==> src/rtl/rr_arb2_sel_pkg.sv <==
// Shared select/state encodings and the two-way round-robin pick rule
// used by the rr_arb2_sel arbiter.
package rr_arb2_sel_pkg;

    localparam logic SEL_I0 = 1'b0;
    localparam logic SEL_I1 = 1'b1;

    typedef enum logic {
        ST_EMPTY = 1'b0,
        ST_FULL  = 1'b1
    } state_e;

    // A lone requester always wins; on contention the priority holder wins;
    // with no requester the select rests on the priority holder.
    function automatic logic arb_pick(input logic v0, input logic v1, input logic prio);
        logic sel;
        sel = prio;
        if (v0 && !v1) begin
            sel = SEL_I0;
        end else if (v1 && !v0) begin
            sel = SEL_I1;
        end
        return sel;
    endfunction

endpackage

==> src/rtl/mux2to1.sv <==
// Single-bit 2:1 multiplexer cell; sel=0 passes i0, sel=1 passes i1.
module mux2to1 (
    input  logic i0,
    input  logic i1,
    input  logic sel,
    output logic y
);

    assign y = sel ? i1 : i0;

endmodule

==> src/rtl/rr_arb2_sel.sv <==
// Two-requester round-robin arbiter driving a mux2to1 bank, followed by a
// single valid/ready output register that can drain and refill each clock.
module rr_arb2_sel
    import rr_arb2_sel_pkg::*;
#(
    parameter int WIDTH = 1
) (
    input  logic             clk,
    input  logic             rst,
    input  logic             in0_valid,
    input  logic [WIDTH-1:0] in0_data,
    output logic             in0_ready,
    input  logic             in1_valid,
    input  logic [WIDTH-1:0] in1_data,
    output logic             in1_ready,
    output logic             grant_sel,
    output logic             out_valid,
    output logic [WIDTH-1:0] out_data,
    output logic             out_sel,
    input  logic             out_ready
);

    state_e           r_state;
    logic             r_prio;
    logic [WIDTH-1:0] r_out_data;
    logic             r_out_sel;

    logic             w_grant;
    logic             w_load;
    logic [WIDTH-1:0] w_mux_y;

    // Grant and acceptance; readies are forced low while reset is asserted
    // so no requester believes a transfer happened during reset.
    always_comb begin
        w_grant   = arb_pick(in0_valid, in1_valid, r_prio);
        w_load    = (in0_valid | in1_valid) & ((r_state == ST_EMPTY) | out_ready);
        in0_ready = w_load & (w_grant == SEL_I0) & ~rst;
        in1_ready = w_load & (w_grant == SEL_I1) & ~rst;
    end

    assign grant_sel = w_grant;

    for (genvar k = 0; k < WIDTH; k++) begin : g_mux
        mux2to1 u_mux (
            .i0  (in0_data[k]),
            .i1  (in1_data[k]),
            .sel (w_grant),
            .y   (w_mux_y[k])
        );
    end

    // Output register; prio moves only when a word is actually loaded.
    always_ff @(posedge clk or posedge rst) begin
        if (rst) begin
            r_state    <= ST_EMPTY;
            r_prio     <= SEL_I0;
            r_out_data <= '0;
            r_out_sel  <= SEL_I0;
        end else if (w_load) begin
            r_state    <= ST_FULL;
            r_out_data <= w_mux_y;
            r_out_sel  <= w_grant;
            r_prio     <= ~w_grant;
        end else if (out_ready) begin
            r_state    <= ST_EMPTY;
        end
    end

    assign out_valid = (r_state == ST_FULL);
    assign out_data  = r_out_data;
    assign out_sel   = r_out_sel;

endmodule

==> config.mk <==
export PLATFORM = sky130hd
export DESIGN_NAME = rr_arb2_sel
export DESIGN_NICKNAME = d
export VERILOG_FILES = /design/src/rtl/rr_arb2_sel_pkg.sv /design/src/rtl/mux2to1.sv /design/src/rtl/rr_arb2_sel.sv
export SDC_FILE = /design/constraint.sdc
export NUM_CORES = 1
export LEC_CHECK = 0
export BUFFER_PORTS_ARGS = -buffer_cell sky130_fd_sc_hd__buf_2
export CORE_AREA = 2 2 39 41
export CTS_CLUSTER_DIAMETER = 200
export DETAILED_ROUTE_END_ITERATION = 7
export DIE_AREA = 0 0 41 43
export GPL_TIMING_DRIVEN = 0
export HOLD_SLACK_MARGIN = 0.12
export PLACE_DENSITY = 0.41
export SYNTH_ARGS = -nofsm -noshare
export SYNTH_HDL_FRONTEND = slang
export SYNTH_SLANG_ARGS = --single-unit
==> constraint.sdc <==
create_clock -name clk -period 0.8 [get_ports clk]
set_input_delay 0.16 -clock clk [delete_from_list [all_inputs] [get_ports clk]]
set_output_delay 0.16 -clock clk [all_outputs]
set_load 0.005 [all_outputs]
==> qor.csv <==
metric,value,unit
DR DRC count,0,
Max Buffers Root-to-Sink,2,
Syn Inst Count,23,
Setup-failing EPs final,9,
n_diodes,0,
Crit path arrival time,1.03,ns
ratio of final minimum period to clock period,1.489,
Post-Synthesis Cell Area,224.0,µm²
Routed WL,550,µm
CTS Buf Count,3,
GRT Total Usage,0.07560,
leakage,0.0001921,µW
"Net Count, Synth",30,
fmax,0.8397,GHz
drt first-iter violations,4,
grt ovf,0,
peak supply drop,0.6834,mV
Slowest cell on crit path,dfrtp_1,
status,finished with violations,
register-to-register setup slack,-0.19,ns
Port Buf Inserts,12,
Post-DP HPWL,404.3,µm
worst slew pin tran,0.1606,ns
initial antenna violation count,0,
final hold vios,0,
worst hold path type,primary input to flop,
Synth Area per Inst,9.738,µm²
failing checks,negative setup slack,
buffers and inverters on the worst path,1,
Setup crit start kind,flop,
CP top delay family,flip-flops,
Finished Layout Cells,58,
count of cell types in the netlist,14,
final net count,51,
dpl cells,51,
CP cell instances,nand2b_4 -> nand2_2 -> nor3b_2 -> buf_2,
vias in the first global route,209,
Die Wd,41,µm
initial core utilization,0.1618,
CTS sink count,4,
Critical Path RT,0.64,ns
Max Transition Viols Final,0,
DR vias,224,
crit path max fanout,3,
Post-Place Worst Slack,-0.1915,ns
largest net degree at the start of global routing,6,
layout cells sized above 1,0.6190,
Area Growth Syn to Fin,70.95,%
die area,1763,µm²
sequential element share of the synthesized area,0.4469,
die height,43,µm
Synth warnings,0,
final worst path period need,1.191,ns
drt via density,3.862,
setup ws final,-0.3909,ns
num rows,14,
io pins,13,
core area,1384,µm²
CTS root buf,clkbuf_4,
ANT nets after route,0,
pwr/cell area,1755,nW/µm²
H-tree depth,1,
max-capacitance violation count,0,
clock skew,0.001667,ns
unrepaired setup endpoints after global routing,true,
global placer's final weighted congestion,0.5867,
first-pass GRT wire length,855,µm
CP Capture Type,primary output,
Worst-path clk slew,0.04,ns
setup_tns,-1.925,ns
slew margin rel.,0.8928,
Crit Path Class,flop to primary output,
synthesized flop and latch total,4,
CTS tree,yes,
WL/cell,9.483,µm
Critical Path Max Stage Delay,0.35,ns
clk_lat worst skew,0.23,ns
first-pass iteration count of the detailed router,2,
registers in the layout (all words and copies together) (netlist names):
name,cells
out_data,1
out_sel,1
out_valid,1
r_prio,1
power breakdown:
| group | switching (µW) | total [µW] | leakage, µW | internal (µW) |
|---|---|---|---|---|
| combinational | 80.1 | 176 | 0.000133 | 96.2 |
| clock | 82.7 | 251 | 0.0000138 | 168 |
| sequential | 15.7 | 245 | 0.0000452 | 229 |
| total | 179 | 672 | 0.000192 | 493 |
final cells by class:
class / instances / area, µm²
Clock buffer: 3 / 22.52
Tap cell: 16 / 20.02
Timing Repair Buffer: 16 / 96.34
Multi-Input combinational cell: 15 / 128.9
Sequential cell: 4 / 100.1
Inverter: 4 / 15.01
Fill cell: 157 / 1001
path summary, 6_finish.rpt:
| check | start | to | depth (start not counted) |
|---|---|---|---|
| min | in1_valid | out_valid | 3 |
| min reg2reg | out_sel | out_sel | 1 |
| min in group asynchronous | rst | out_sel | 3 |
| max reg2reg | out_valid | out_sel | 4 |
| max in group asynchronous | rst | r_prio | 3 |
| max | r_prio | in1_ready | 4 |
cell usage in the layout (no fill, tap or decap), types with 2 or more instances in the layout:
| master | synthesis | routed |
|---|---|---|
| buf_4 | 0 | 2 |
| o21ai_1 | 1 | 2 |
| nand2b_4 | 1 | 2 |
| buf_2 | 0 | 12 |
| dfrtp_1 | 4 | 4 |
| clkbuf_4 | 0 | 3 |
| nand2_1 | 3 | 2 |
| inv_1 | 4 | 4 |
worst reg2reg max path, cell delays in order (launching register included):
cell	delay (ns)
dfrtp_1	0.37
nand2b_4	0.09
buf_4	0.13
o21a_2	0.13
o21a_1	0.16
synthesized netlist by cell type (all sizes together):
library cell / number / area, µm²
nand3: 1 / 10.01
nand2: 3 / 11.26
o21a: 2 / 16.27
nor3b: 1 / 12.51
o221ai: 1 / 15.01
inv: 4 / 15.01
o21ai: 2 / 10.00
nor2: 2 / 7.510
nand4: 1 / 6.260
nand2b: 2 / 20.02
dfrtp: 4 / 100.1
repair_timing:
| action | 4_1_cts | 5_1_grt |
|---|---|---|
| setup buffers | 1 | 2 |
| hold buffers | 1 | 0 |
| gates resized for setup | 2 | 0 |
| endpoints found under the hold margin | 4 | 0 |
| endpoints found under the setup margin | 9 | 9 |
| pin swaps | 0 | 0 |
stage by stage:
step                hold WS [ns]  cell area (µm²)  utilization  power (µW)
CTS                       0.1896            367.9       0.2658       680.7
global placement         0.09081            316.6       0.2288       398.9
finish                    0.1959            382.9       0.2767       671.8
detailed placement       0.09185            316.6       0.2288       397.3
floorplan               -0.07392            236.5            -       333.2
global route              0.2093            382.9       0.2767       726.8
kinds of logic (layout without fill, tap and decap cells):
group                  Yosys count  in the layout  synth area share
DFF                              4              4            0.4469
and+or+nand+nor                 10             10            0.3017
buffers and inverters            4             23           0.06702
AOI/OAI and AO/OA                5              5            0.1843
layer usage:
layer,global-route usage,vias to the layer above,share of wire
met3,0.03141,2,0.098
met4,0.06000,0,0.020
met1,0.1042,95,0.53
met5,0,-,0
li1,-,114,-
met2,0.08750,13,0.35
(Power assumes the default switching activity.)
